[config.mk]
export PLATFORM = sky130hd
export DESIGN_NAME = uart_rx_oversampled
export DESIGN_NICKNAME = d
export VERILOG_FILES = /design/src/rtl/uart_rx_oversampled.sv
export SDC_FILE = /design/constraint.sdc
export NUM_CORES = 1
export LEC_CHECK = 0
export ABC_AREA = 1
export BUFFER_PORTS_ARGS = -buffer_cell sky130_fd_sc_hd__buf_2
export CORE_MARGIN = 3
export CORE_UTILIZATION = 31
export DETAILED_ROUTE_END_ITERATION = 8
export GPL_ROUTABILITY_DRIVEN = 0
export PLACE_DENSITY = 0.56
export SETUP_SLACK_MARGIN = 0.4
export SLEW_MARGIN = 20
export SYNTH_ARGS = -nofsm -noshare
export SYNTH_HDL_FRONTEND = slang
export SYNTH_SLANG_ARGS = --single-unit
[constraint.sdc]
create_clock -name clk -period 4.05 [get_ports clk]
set_input_delay 0.81 -clock clk [delete_from_list [all_inputs] [get_ports clk]]
set_output_delay 0.81 -clock clk [all_outputs]
set_load 0.05 [all_outputs]
[src/rtl/uart_rx_oversampled.sv]
// 8N1 UART receiver sampling an async line on an oversampling tick, with ready/read handshake.
// Optional even-parity bit between data and stop: define RX_PARITY_EN.
module uart_rx_oversampled #(
  parameter int OVERSAMPLE  = 16,
  parameter int SYNC_STAGES = 2
) (
  input  logic       clk,
  input  logic       rst,
  input  logic       tick,
  input  logic       rx,
  input  logic       rd,
  output logic [7:0] data_out,
  output logic       data_ready,
  output logic       frame_err,
  output logic       overrun,
`ifdef RX_PARITY_EN
  output logic       parity_err,
`endif
  output logic       busy
);

  localparam int CNT_W = $clog2(OVERSAMPLE);
  localparam logic [CNT_W-1:0] CNT_MID  = CNT_W'(OVERSAMPLE/2 - 1);
  localparam logic [CNT_W-1:0] CNT_LAST = CNT_W'(OVERSAMPLE - 1);
  localparam logic [CNT_W-1:0] CNT_ONE  = CNT_W'(1);

`ifdef RX_PARITY_EN
  typedef enum logic [2:0] {IDLE, START, DATA, PARITY, STOP} state_t;
`else
  typedef enum logic [1:0] {IDLE, START, DATA, STOP} state_t;
`endif

  logic [SYNC_STAGES-1:0] sync_q;
  logic                   rx_s;
  state_t                 state_q, state_d;
  logic [CNT_W-1:0]       cnt_q, cnt_d;
  logic [2:0]             bit_q, bit_d;
  logic [7:0]             sh_q, sh_d;
  logic [7:0]             dout_q, dout_d;
  logic                   rdy_q, rdy_d;
  logic                   ovr_q, ovr_d;
  logic                   fe_q, fe_d;
  logic                   done;
  logic                   par_ok;
`ifdef RX_PARITY_EN
  logic                   par_q, par_d;
  logic                   pe_q, pe_d;
`endif

  assign rx_s = sync_q[SYNC_STAGES-1];

`ifdef RX_PARITY_EN
  assign par_ok = ~(^{sh_q, par_q});
`else
  assign par_ok = 1'b1;
`endif

  // Frame FSM: only moves on tick; pulses default low every clk.
  always_comb begin
    state_d = state_q;
    cnt_d   = cnt_q;
    bit_d   = bit_q;
    sh_d    = sh_q;
    fe_d    = 1'b0;
    done    = 1'b0;
`ifdef RX_PARITY_EN
    par_d   = par_q;
    pe_d    = 1'b0;
`endif
    if (tick) begin
      case (state_q)
        IDLE: begin
          if (!rx_s) begin
            state_d = START;
            cnt_d   = '0;
          end
        end
        START: begin
          if (cnt_q == CNT_MID) begin
            cnt_d = '0;
            if (!rx_s) begin
              state_d = DATA;
              bit_d   = '0;
            end else begin
              state_d = IDLE;
            end
          end else begin
            cnt_d = cnt_q + CNT_ONE;
          end
        end
        DATA: begin
          if (cnt_q == CNT_LAST) begin
            sh_d  = {rx_s, sh_q[7:1]};
            cnt_d = '0;
            bit_d = bit_q + 3'd1;
            if (bit_q == 3'd7) begin
`ifdef RX_PARITY_EN
              state_d = PARITY;
`else
              state_d = STOP;
`endif
            end
          end else begin
            cnt_d = cnt_q + CNT_ONE;
          end
        end
`ifdef RX_PARITY_EN
        PARITY: begin
          if (cnt_q == CNT_LAST) begin
            par_d   = rx_s;
            cnt_d   = '0;
            state_d = STOP;
          end else begin
            cnt_d = cnt_q + CNT_ONE;
          end
        end
`endif
        STOP: begin
          if (cnt_q == CNT_LAST) begin
            // Leave at mid-stop so a back-to-back start edge is not missed.
            state_d = IDLE;
            cnt_d   = '0;
            fe_d    = ~rx_s;
`ifdef RX_PARITY_EN
            pe_d    = ~par_ok;
`endif
            done    = rx_s & par_ok;
          end else begin
            cnt_d = cnt_q + CNT_ONE;
          end
        end
        default: begin
          state_d = IDLE;
          cnt_d   = '0;
        end
      endcase
    end
  end

  // Handshake: a completion in the same cycle as rd wins over the clear.
  always_comb begin
    dout_d = dout_q;
    rdy_d  = rdy_q;
    ovr_d  = ovr_q;
    if (done) begin
      dout_d = sh_q;
      rdy_d  = 1'b1;
      if (rd)         ovr_d = 1'b0;
      else if (rdy_q) ovr_d = 1'b1;
    end else if (rd) begin
      rdy_d = 1'b0;
      ovr_d = 1'b0;
    end
  end

  always_ff @(posedge clk) begin
    if (rst) begin
      sync_q  <= '1;
      state_q <= IDLE;
      cnt_q   <= '0;
      bit_q   <= '0;
      sh_q    <= '0;
      dout_q  <= '0;
      rdy_q   <= 1'b0;
      ovr_q   <= 1'b0;
      fe_q    <= 1'b0;
`ifdef RX_PARITY_EN
      par_q   <= 1'b0;
      pe_q    <= 1'b0;
`endif
    end else begin
      sync_q  <= {sync_q[SYNC_STAGES-2:0], rx};
      state_q <= state_d;
      cnt_q   <= cnt_d;
      bit_q   <= bit_d;
      sh_q    <= sh_d;
      dout_q  <= dout_d;
      rdy_q   <= rdy_d;
      ovr_q   <= ovr_d;
      fe_q    <= fe_d;
`ifdef RX_PARITY_EN
      par_q   <= par_d;
      pe_q    <= pe_d;
`endif
    end
  end

  assign data_out   = dout_q;
  assign data_ready = rdy_q;
  assign overrun    = ovr_q;
  assign frame_err  = fe_q;
  assign busy       = (state_q != IDLE);
`ifdef RX_PARITY_EN
  assign parity_err = pe_q;
`endif

endmodule

After elaboration in Yosys (flattened, before gate mapping)
Index checks and enable logic that the tools add are counted.

Register bits: 30. Input bits: 5. Word-level logic and storage cells: 62. Output and inout port bits: 12.

Eq/ne operators: 12. Muxes and demuxes: 23. Add/sub/neg operators: 2. Reductions and logical operators: 12. Bitwise logic cells: 4.

Operators with widths (count): two-way mux 2 bit (6); two-way mux 4 bit (3); inequality test 2 bit (second input constant) (6); case mux 4 bit (3 select lines) (1); two-way mux 3 bit (3); two-way mux 1 bit (8); case mux 2 bit (4 select lines) (1); nonzero test 2 bit (4); case mux 3 bit (2 select lines) (1); AND reduction 6 bit (1); AND reduction 5 bit (1); adder 4 x 1 -> 4 bit (second input constant) (1); == test 2 bit (second input constant) (2); == test 4 x 3 -> 1 bit (second input constant) (1); == test 4 bit (second input constant) (1); NOT 1 bit (4); AND reduction 2 bit (2); OR reduction 4 bit (1); adder 3 x 1 -> 3 bit (second input constant) (1); == test 3 bit (second input constant) (1); AND reduction 3 bit (1); == test 2 x 1 -> 1 bit (second input constant) (1); zero test 2 bit (1); OR reduction 2 bit (1).

Logic depth before layout (Yosys ltp)
Gate-level depths: netlist of run 1.

Depth after elaboration: 6. Mapped depth: 8. Gate-level depth less buffers: 8.

Least setup slack after synthesis of run 1
OpenSTA, ideal clock, no wires.

Path type: register to output. From: reg (tool-made name). To: out busy. Slack: 2467 ps. Required time: 3240 ps. Cell stages (with the launch flop): 3. Arrival: 773 ps. Path buffers: 0. Path through: dfxtp_1 nor2_1 inv_1.

RTL lines: end: declaration (line 19) `output logic busy`.

Final worst setup path of run 1
From: reg state_q[0]. To: out busy.

Cells in the longest elaborated chain, start to end: 1.

RTL lines: start: declaration (line 35) `state_t state_q, state_d;`; start signal: assignment (line 173) `state_q <= state_d;`; nonzero test 2 bit (line 192) `assign busy = (state_q != IDLE);`.

Every way passes these cells.

==> results.sh, run 1 <==
export IMPL_wl_per_cell_um=10.70
export IMPL_path_cells="nor2_1 -> inv_1 -> buf_2"
export IMPL_max_slew_margin_pct=75.98
export IMPL_htree_num_levels=2
export IMPL_cts_buffers=5
export IMPL_antenna_found_initial=0
export IMPL_fmax_ghz=0.5191
export IMPL_drtPass1Iterations=4
export IMPL_seq_area_frac_synth_pct=47.15
export IMPL_ant_nets=0
export IMPL_grt_max_degree=20
export IMPL_ys_types=21
export IMPL_period_minus_slack_ns=1.926
export IMPL_hold_viol=0
export IMPL_syn_nets=172
export IMPL_ctsLongestPathBuffers=2
export IMPL_first_global_vias=1003
export IMPL_ctsResizeCount=0
export IMPL_cpMaxStageDelayCell="dfxtp_1"
export IMPL_synth_compound_area_share_pct=12.77
export IMPL_ys_ff_latch=30
export IMPL_maxCapViolCount=0
export IMPL_hp_class="register to register"
export IMPL_routed_via_density=4.652
export IMPL_cts_sinks=30
export IMPL_rsz0062_at_grt="false"
export IMPL_setup_viol=0
export IMPL_final_nets=192
export IMPL_crit_type="register to output pin"
export IMPL_core_area_sq_um=3799
export IMPL_status="completed"
export IMPL_post_dp_hpwl_um=1849
export IMPL_root_buffer="clkbuf_8"
export IMPL_layout_commonest_cell="nand2_1"
export IMPL_drc=0
export IMPL_row_count=22
export IMPL_numPortBuffers=16
export IMPL_crit_path_end_kind="output pin"
export IMPL_syn_avg_cell_area_sq_um=7.767
export IMPL_crit_fanout=5
export IMPL_p_per_area_nw_per_um2=380.2
export IMPL_syn2layout_area_growth_pct=17.49
export IMPL_syn_area_sq_um=1274
export IMPL_synth_xor_area_share_pct=0
export IMPL_first_iter_violations=62
export IMPL_die_w_um=70.10
export IMPL_wl_um=2493
export IMPL_layout_common_cells="nand2_1, dfxtp_1, nor2_1"
export IMPL_clk_latency_ns=0.28
export IMPL_max_stage_delay_ns=0.35
export IMPL_grt_pass1_wl_um=4381
export IMPL_diodes=0
export IMPL_crit_arrival_ns=1.12
export IMPL_grt_overflow=0
export IMPL_synth_area_mux_share_pct=0
export IMPL_critPathRequiredTime_ns=3.24
export IMPL_finalSetupTns_ns=0
export IMPL_worstMarginPinSlew_ns=0.3599
export IMPL_cts_hold_buf=0
export IMPL_via_count=1084
export IMPL_cts_tree="built"
export IMPL_maxSlewViolCount=0
export IMPL_synth_fa_ha_area_share_pct=2.947
export IMPL_vdd_ir_drop_max_mv=0.1522
export IMPL_synthSimpleGateAreaFrac_pct=30.75
export IMPL_grt_usage_pct=11.13
export IMPL_period_share_pct=47.56
export IMPL_initial_core_util_pct=33.53
export IMPL_clock_skew_ns=0.004700
export IMPL_synthCells=164
export IMPL_die_y_um=70.10
export IMPL_power_leakage_nw=0.6370
export IMPL_die_area_sq_um=4914
export IMPL_clk_pin_slew_worst_paths_ns=0.06
export IMPL_fin_total_pwr_mw=0.5690
export IMPL_final_layout_size_suffix_gt1_share_pct=19.46
export IMPL_start_kind="register"
export IMPL_synth_top_family_by_area="simple AND/OR/NAND/NOR gates"
export IMPL_cts_setup_buffers=0
export IMPL_io_pins=17
export IMPL_ys_warn_count=0
## worst max-delay path, delay by kind of cell (launching register included)
| kind | cells | cell delay (ns) |
|---|---|---|
| buffers and inverters | 2 | 0.27 |
| and+or+nand+nor | 1 | 0.22 |
| DFF | 1 | 0.35 |
## stage by stage
| stage | util [%] | instance area (sq um) | setup WS (ns) | instances | hold WS [ns] |
|---|---|---|---|---|---|
| after global routing | 39.39 | 1496 | 2.036 | 233 | 0.4220 |
| after CTS | 39.39 | 1496 | 2.116 | 233 | 0.4088 |
| final | 39.39 | 1496 | 2.124 | 233 | 0.4084 |
| after detailed placement | 36.89 | 1401 | 2.269 | 225 | 0.3936 |
| after global placement | 36.89 | 1401 | 2.322 | 225 | 0.3936 |
| after floorplan | - | 1274 | 2.467 | 164 | 0.3895 |
## metal layers
| metal | track usage [%] | wire (um) | vias up |
|---|---|---|---|
| met4 | 6.809 | 49 | 0 |
| li1 | - | - | 575 |
| met2 | 16.79 | 1108 | 25 |
| met1 | 13.84 | 1197 | 479 |
| met3 | 3.309 | 138 | 5 |
| met5 | 0 | 0 | - |
## registers in the layout, indices dropped and copies added, names as in the netlist, named ones only
signal	cells
data_out	8
frame_err	1
sync_q	2
data_ready	1
cnt_q	4
state_q	1
sh_q	8
overrun	1
bit_q	3
## logic make-up after synthesis
group | after synthesis
DFF | 30
AOI/OAI and AO/OA | 31
buffers and inverters | 18
adders and majority gates | 3
and+or+nand+nor | 82
## path summary, 6_finish.rpt
| check | from | endpoint | slack (ns) | depth (start not counted) |
|---|---|---|---|---|
| worst max-delay path | state_q[0] | busy | 2.12 | 3 |
| worst min-delay path | sync_q[0] | sync_q[1] | 0.41 | 1 |
| worst max register to register | cnt_q[1] | sh_q[2] | 2.56 | 6 |
| worst min register to register | sync_q[0] | sync_q[1] | 0.41 | 1 |
## report_power, final
part | leakage, nW | switching, mW | internal [mW] | total, mW
Combinational | 0.348 | 0.0167 | 0.00650 | 0.0232
Clock | 0.0472 | 0.111 | 0.136 | 0.248
Sequential | 0.242 | 0.00138 | 0.297 | 0.298
## synth_stat cells
cell	number	area share, %
nand2_1	32	9.4
dfxtp_1	30	47
nor2_1	26	7.7
a21oi_1	15	5.9
inv_1	14	4.1
o21ai_0	13	5.1
nand3_1	12	4.7
ha_1	3	2.9
nand2_2	3	1.5
a21oi_2	2	1.4
clkbuf_1	2	0.59
nand4_1	2	0.98
or2_2	2	0.98
buf_2	1	0.39
clkinv_8	1	1.3
nand2_8	1	1.6
nand3_4	1	1.4
nor2_2	1	0.49
nor2_8	1	1.6
nor4_1	1	0.49
o21ai_1	1	0.39
## final cells by class
class / instances / area (sq um)
clock buffers: 6 / 82.58
clock inverters: 2 / 12.51
fillers: 404 / 2302
inverters: 15 / 68.82
multi-input cells: 116 / 591.8
flip-flops and latches: 30 / 600.6
well taps: 48 / 60.06
repair buffers: 16 / 80.08
Note: power is estimated with default switching activity, not from simulation.
==> run 2, diff against run 1 <==
- PLACE_DENSITY: 0.56 -> 0.58
- clock period: 4.05 -> 1.7 ns (I/O delays scaled with it)
==> run 2 against run 1 <==
  * Via count grew 1.2%
  * Clock power grew to 2.8 times the previous value
  * Largest power group unchanged
  * Critical endpoint unchanged
  * Largest cell class is now multi-input gates
  * First-iteration DRC count shrank 53%
==> results.sh, run 2 (synthesis results as in run 1) <==
export IMPL_rsz0062_at_grt="true"
export IMPL_row_count=22
export IMPL_layout_common_cells="nand2_1, dfxtp_1, nor2_1"
export IMPL_crit_fanout=5
export IMPL_crit_type="register to output pin"
export IMPL_grt_max_degree=19
export IMPL_initial_core_util_pct=33.53
export IMPL_hold_viol=0
export IMPL_maxCapViolCount=0
export IMPL_utilization_pct=44.04
export IMPL_max_slew_margin_pct=74.60
export IMPL_drc=0
export IMPL_root_buffer="clkbuf_8"
export IMPL_first_iter_violations=29
export IMPL_syn2layout_area_growth_pct=31.34
export IMPL_cts_hold_buf=0
export IMPL_worstMarginPinSlew_ns=0.3805
export IMPL_critPathRequiredTime_ns=1.36
export IMPL_cts_buffers=5
export IMPL_routed_via_density=4.629
export IMPL_cts_sinks=30
export IMPL_crit_arrival_ns=0.95
export IMPL_antenna_found_initial=0
export IMPL_clk_pin_slew_worst_paths_ns=0.06
export IMPL_ant_nets=0
export IMPL_period_share_pct=75.63
export IMPL_path_cells="nor2_4 -> inv_2 -> buf_6"
export IMPL_numPortBuffers=16
export IMPL_vdd_ir_drop_max_mv=0.2992
export IMPL_power_leakage_nw=0.6818
export IMPL_wl_um=2724
export IMPL_setup_viol=0
export IMPL_crit_path_end_kind="output pin"
export IMPL_status="completed"
export IMPL_fmax_ghz=0.7778
export IMPL_fin_total_pwr_mw=1.462
export IMPL_ctsLongestPathBuffers=2
export IMPL_grt_pass1_wl_um=4450
export IMPL_via_count=1097
export IMPL_path_buf_inv=2
export IMPL_crit_family="flip-flops"
export IMPL_die_y_um=70.10
export IMPL_core_area_sq_um=3799
export IMPL_final_layout_size_suffix_gt1_share_pct=30.69
export IMPL_cpMaxStageDelayCell="dfxtp_4"
export IMPL_placed_area_sq_um=1409
export IMPL_dp_cells=226
export IMPL_wl_per_cell_um=11.49
export IMPL_maxSlewViolCount=0
export IMPL_max_stage_delay_ns=0.36
export IMPL_die_w_um=70.10
export IMPL_final_area_sq_um=1673
export IMPL_diodes=0
export IMPL_period_minus_slack_ns=1.286
export IMPL_layout_commonest_cell="nand2_1"
export IMPL_grt_overflow=0
export IMPL_cts_tree="built"
export IMPL_first_global_vias=966
export IMPL_p_per_area_nw_per_um2=874.2
export IMPL_grt_usage_pct=11.29
export IMPL_clk_latency_ns=0.28
export IMPL_post_dp_hpwl_um=1839
export IMPL_die_area_sq_um=4914
export IMPL_drtPass1Iterations=4
export IMPL_clock_skew_ns=0.01042
export IMPL_final_nets=196
export IMPL_start_kind="register"
export IMPL_htree_num_levels=2
export IMPL_finalNonFillerCells=237
export IMPL_io_pins=17
export IMPL_hp_class="input pin to register"
export IMPL_finalSetupTns_ns=0
[run 2: layout make-up]
class	count	area, sq um
Clock buffer	7	76.32
Clock inverter	1	30.03
Fill cell	386	2126
Inverter	15	68.82
Multi-Input combinational cell	116	680.7
Sequential cell	30	615.6
Tap cell	48	60.06
Timing Repair Buffer	20	141.4
[run 2: repair_timing]
action / in CTS / in global routing
endpoints found under the setup margin: 24 / 24
pin swaps: 2 / 9
gates resized for setup: 15 / 22
gates cloned: 0 / 0
setup buffers: 2 / 1
[run 2: stage by stage]
stage                     worst slack (ns)  hold WS (ns)
after global placement              0.3052        0.3931
after detailed placement            0.2599        0.3945
after global routing                0.3559        0.2499
after floorplan                     0.4034        0.3895
final                               0.4143        0.2400
after CTS                           0.4027        0.2370
[run 2: final timing paths]
path                                  from   endpoint  slack (ns)  cells after the start
worst max register to register    cnt_q[0]   bit_q[2]        0.43                      7
worst max-delay path            state_q[0]       busy        0.41                      3
worst min register to register   sync_q[0]  sync_q[1]        0.41                      1
worst min-delay path                    rx  sync_q[0]        0.24                      2
[run 2: layer usage]
layer  GRT usage (%)  vias to the layer above  share of wire [%]
li1                -                      581                  -
met1           15.86                      495                 52
met2           15.01                       19                 43
met3           3.741                        2                4.0
met4           5.957                        0               0.95
met5               0                        -                  0
[run 2: power breakdown]
group | leakage [nW] | internal [mW] | total (mW) | switching, mW
combinational | 0.384 | 0.0232 | 0.0677 | 0.0445
sequential | 0.245 | 0.702 | 0.707 | 0.00471
clock | 0.0524 | 0.438 | 0.688 | 0.250
==> run 3, diff against run 2 <==
- PLACE_DENSITY: 0.58 -> 0.56
- clock period: 1.7 -> 1.2 ns (I/O delays scaled with it)
==> run 3 against run 2 <==
  * The flow now finishes with violations (setup timing)
  * Sequential cell count did not move
  * Combinational power rose by 82%
  * Wire length rose by 17%
  * Clock skew fell by 0.0062 ns
  * Non-clock buffer count rose by 16
  * Clock power rose by 20%
  * Global-route usage rose by 2.0 points
  * Critical path type is now register to register
  * Critical endpoint is now data_out[5]
  * Largest cell class unchanged
==> results.sh, run 3 (synthesis results as in run 1) <==
export IMPL_dp_cells=235
export IMPL_layout_common_cells="nand2_1, nor2_1, dfxtp_1, buf_4"
export IMPL_root_buffer="clkbuf_8"
export IMPL_die_y_um=70.10
export IMPL_final_nets=216
export IMPL_hold_viol=0
export IMPL_reg2regPathDepth=7
export IMPL_row_count=22
export IMPL_min_from="rx"
export IMPL_setup_viol=23
export IMPL_die_w_um=70.10
export IMPL_routed_via_density=4.704
export IMPL_worstReg2RegEnd="data_out[5]"
export IMPL_holdPathEnd="sync_q[0]"
export IMPL_power_leakage_nw=0.8463
export IMPL_clock_skew_ns=0.004186
export IMPL_p_per_area_nw_per_um2=964.1
export IMPL_syn2layout_area_growth_pct=58.74
export IMPL_diodes=0
export IMPL_multi_input_area_sq_um=787.0
export IMPL_grt_usage_pct=13.28
export IMPL_fmax_ghz=0.7722
export IMPL_post_dp_hpwl_um=2045
export IMPL_period_minus_slack_ns=1.295
export IMPL_critPathRequiredTime_ns=1.37
export IMPL_cts_buffers=5
export IMPL_period_share_pct=107.9
export IMPL_fin_total_pwr_mw=1.949
export IMPL_finalWorstSetupSlack_ns=-0.09501
export IMPL_crit_path_end_kind="register"
export IMPL_maxSlewViolCount=0
export IMPL_start_kind="register"
export IMPL_drtPass1Iterations=5
export IMPL_final_layout_size_suffix_gt1_share_pct=52.63
export IMPL_violations="setup timing"
export IMPL_first_iter_violations=65
export IMPL_antenna_found_initial=0
export IMPL_die_area_sq_um=4914
export IMPL_crit_type="register to register"
export IMPL_grt_max_degree=13
export IMPL_core_area_sq_um=3799
export IMPL_layout_commonest_cell="nand2_1"
export IMPL_rr_startpoint="cnt_q[1]"
export IMPL_maxCapViolCount=0
export IMPL_wl_um=3194
export IMPL_cts_hold_buf=0
export IMPL_wl_per_cell_um=12.43
export IMPL_clk_latency_ns=0.28
export IMPL_first_global_vias=1114
export IMPL_via_count=1209
export IMPL_io_pins=17
export IMPL_finalNonFillerCells=257
export IMPL_status="finished, violations left"
export IMPL_numPortBuffers=16
export IMPL_ant_nets=0
export IMPL_vdd_ir_drop_max_mv=0.4391
export IMPL_grt_pass1_wl_um=5085
export IMPL_rsz0062_at_grt="true"
export IMPL_crit_fanout=5
export IMPL_drc=0
export IMPL_post_place_ws_ns=-0.1149
export IMPL_clk_pin_slew_worst_paths_ns=0.06
export IMPL_hp_class="input pin to register"
export IMPL_seqCellArea_sq_um=629.4
export IMPL_ctsLongestPathBuffers=2
export IMPL_cts_tree="built"
export IMPL_htree_num_levels=2
export IMPL_grt_overflow=0
export IMPL_fillCellCount=348
export IMPL_crit_arrival_ns=1.47
export IMPL_max_slew_margin_pct=78.08
export IMPL_worstMarginPinSlew_ns=0.3284
export IMPL_initial_core_util_pct=33.53
export IMPL_cts_sinks=30
export IMPL_reg2reg_slack_ns=-0.1
export IMPL_hold_depth=2
==> run 3: changes by cell type in the layout (fill, tap and decap cells not counted), sizes merged <==
cell / before / now
buf: 20 / 36
bufinv: 1 / 0
clkinv: 1 / 3
nand2: 36 / 38
nor2: 28 / 29
==> run 3: worst max-delay path by stage <==
stage,start,cells after the start,endpoint,slack [ns]
floorplan,cnt_q[1],6,sh_q[0],-0.01
global placement,cnt_q[0],6,sh_q[2],-0.06
detailed placement,cnt_q[0],6,sh_q[2],-0.11
CTS,state_q[0],3,busy,-0.05
global route,cnt_q[1],7,data_out[1],-0.17
finish,cnt_q[1],7,data_out[5],-0.1
==> run 3: metrics by stage <==
step	hold WS (ns)	TNS (ns)	util (%)	area, sq um
global route	0.1309	-2.964	53.23	2022
global placement	0.3928	-0.6023	40.78	1549
floorplan	0.3438	-0.1415	-	1346
finish	0.1359	-1.281	53.23	2022
detailed placement	0.3932	-1.416	40.78	1549
CTS	0.1300	-0.6131	49.67	1887
==> run 3: worst max-delay path, stage by stage (launching register included) <==
cell and delay [ns]:
dfxtp_2 0.35, ha_4 0.16, nand3_4 0.13, nor2_8 0.18, buf_6 0.16, nand2_4 0.09, nand2_1 0.07, a21oi_1 0.05
==> run 3: where the power goes <==
| part | switching, mW | internal [mW] |
|---|---|---|
| registers | 0.00658 | 0.994 |
| clock network | 0.364 | 0.461 |
| logic | 0.0747 | 0.0485 |
| total | 0.445 | 1.50 |
==> run 3: final cells by class <==
cell class | instances | share of cell area, %
repair buffers | 36 | 18.50
inverters | 15 | 3.527
clock buffers | 7 | 4.270
well taps | 48 | 2.970
repair inverters | 1 | 0.4332
clock inverters | 1 | 0.2475
multi-input cells | 119 | 38.92
flip-flops and latches | 30 | 31.13
==> run 3: repair_timing <==
action	in CTS	in global routing
gates cloned	3	1
endpoints found under the hold margin	0	0
setup buffers	6	4
endpoints found under the setup margin	40	40
resized for setup	50	24
pin swaps	7	2
==> run 3: layer usage <==
layer / part of all wire [%] / vias up / GRT usage (%)
met4: 1.8 / 0 / 5.745
met2: 50 / 18 / 21.20
met5: 0 / - / 0
met1: 44 / 558 / 15.91
li1: - / 627 / -
met3: 4.0 / 6 / 4.892
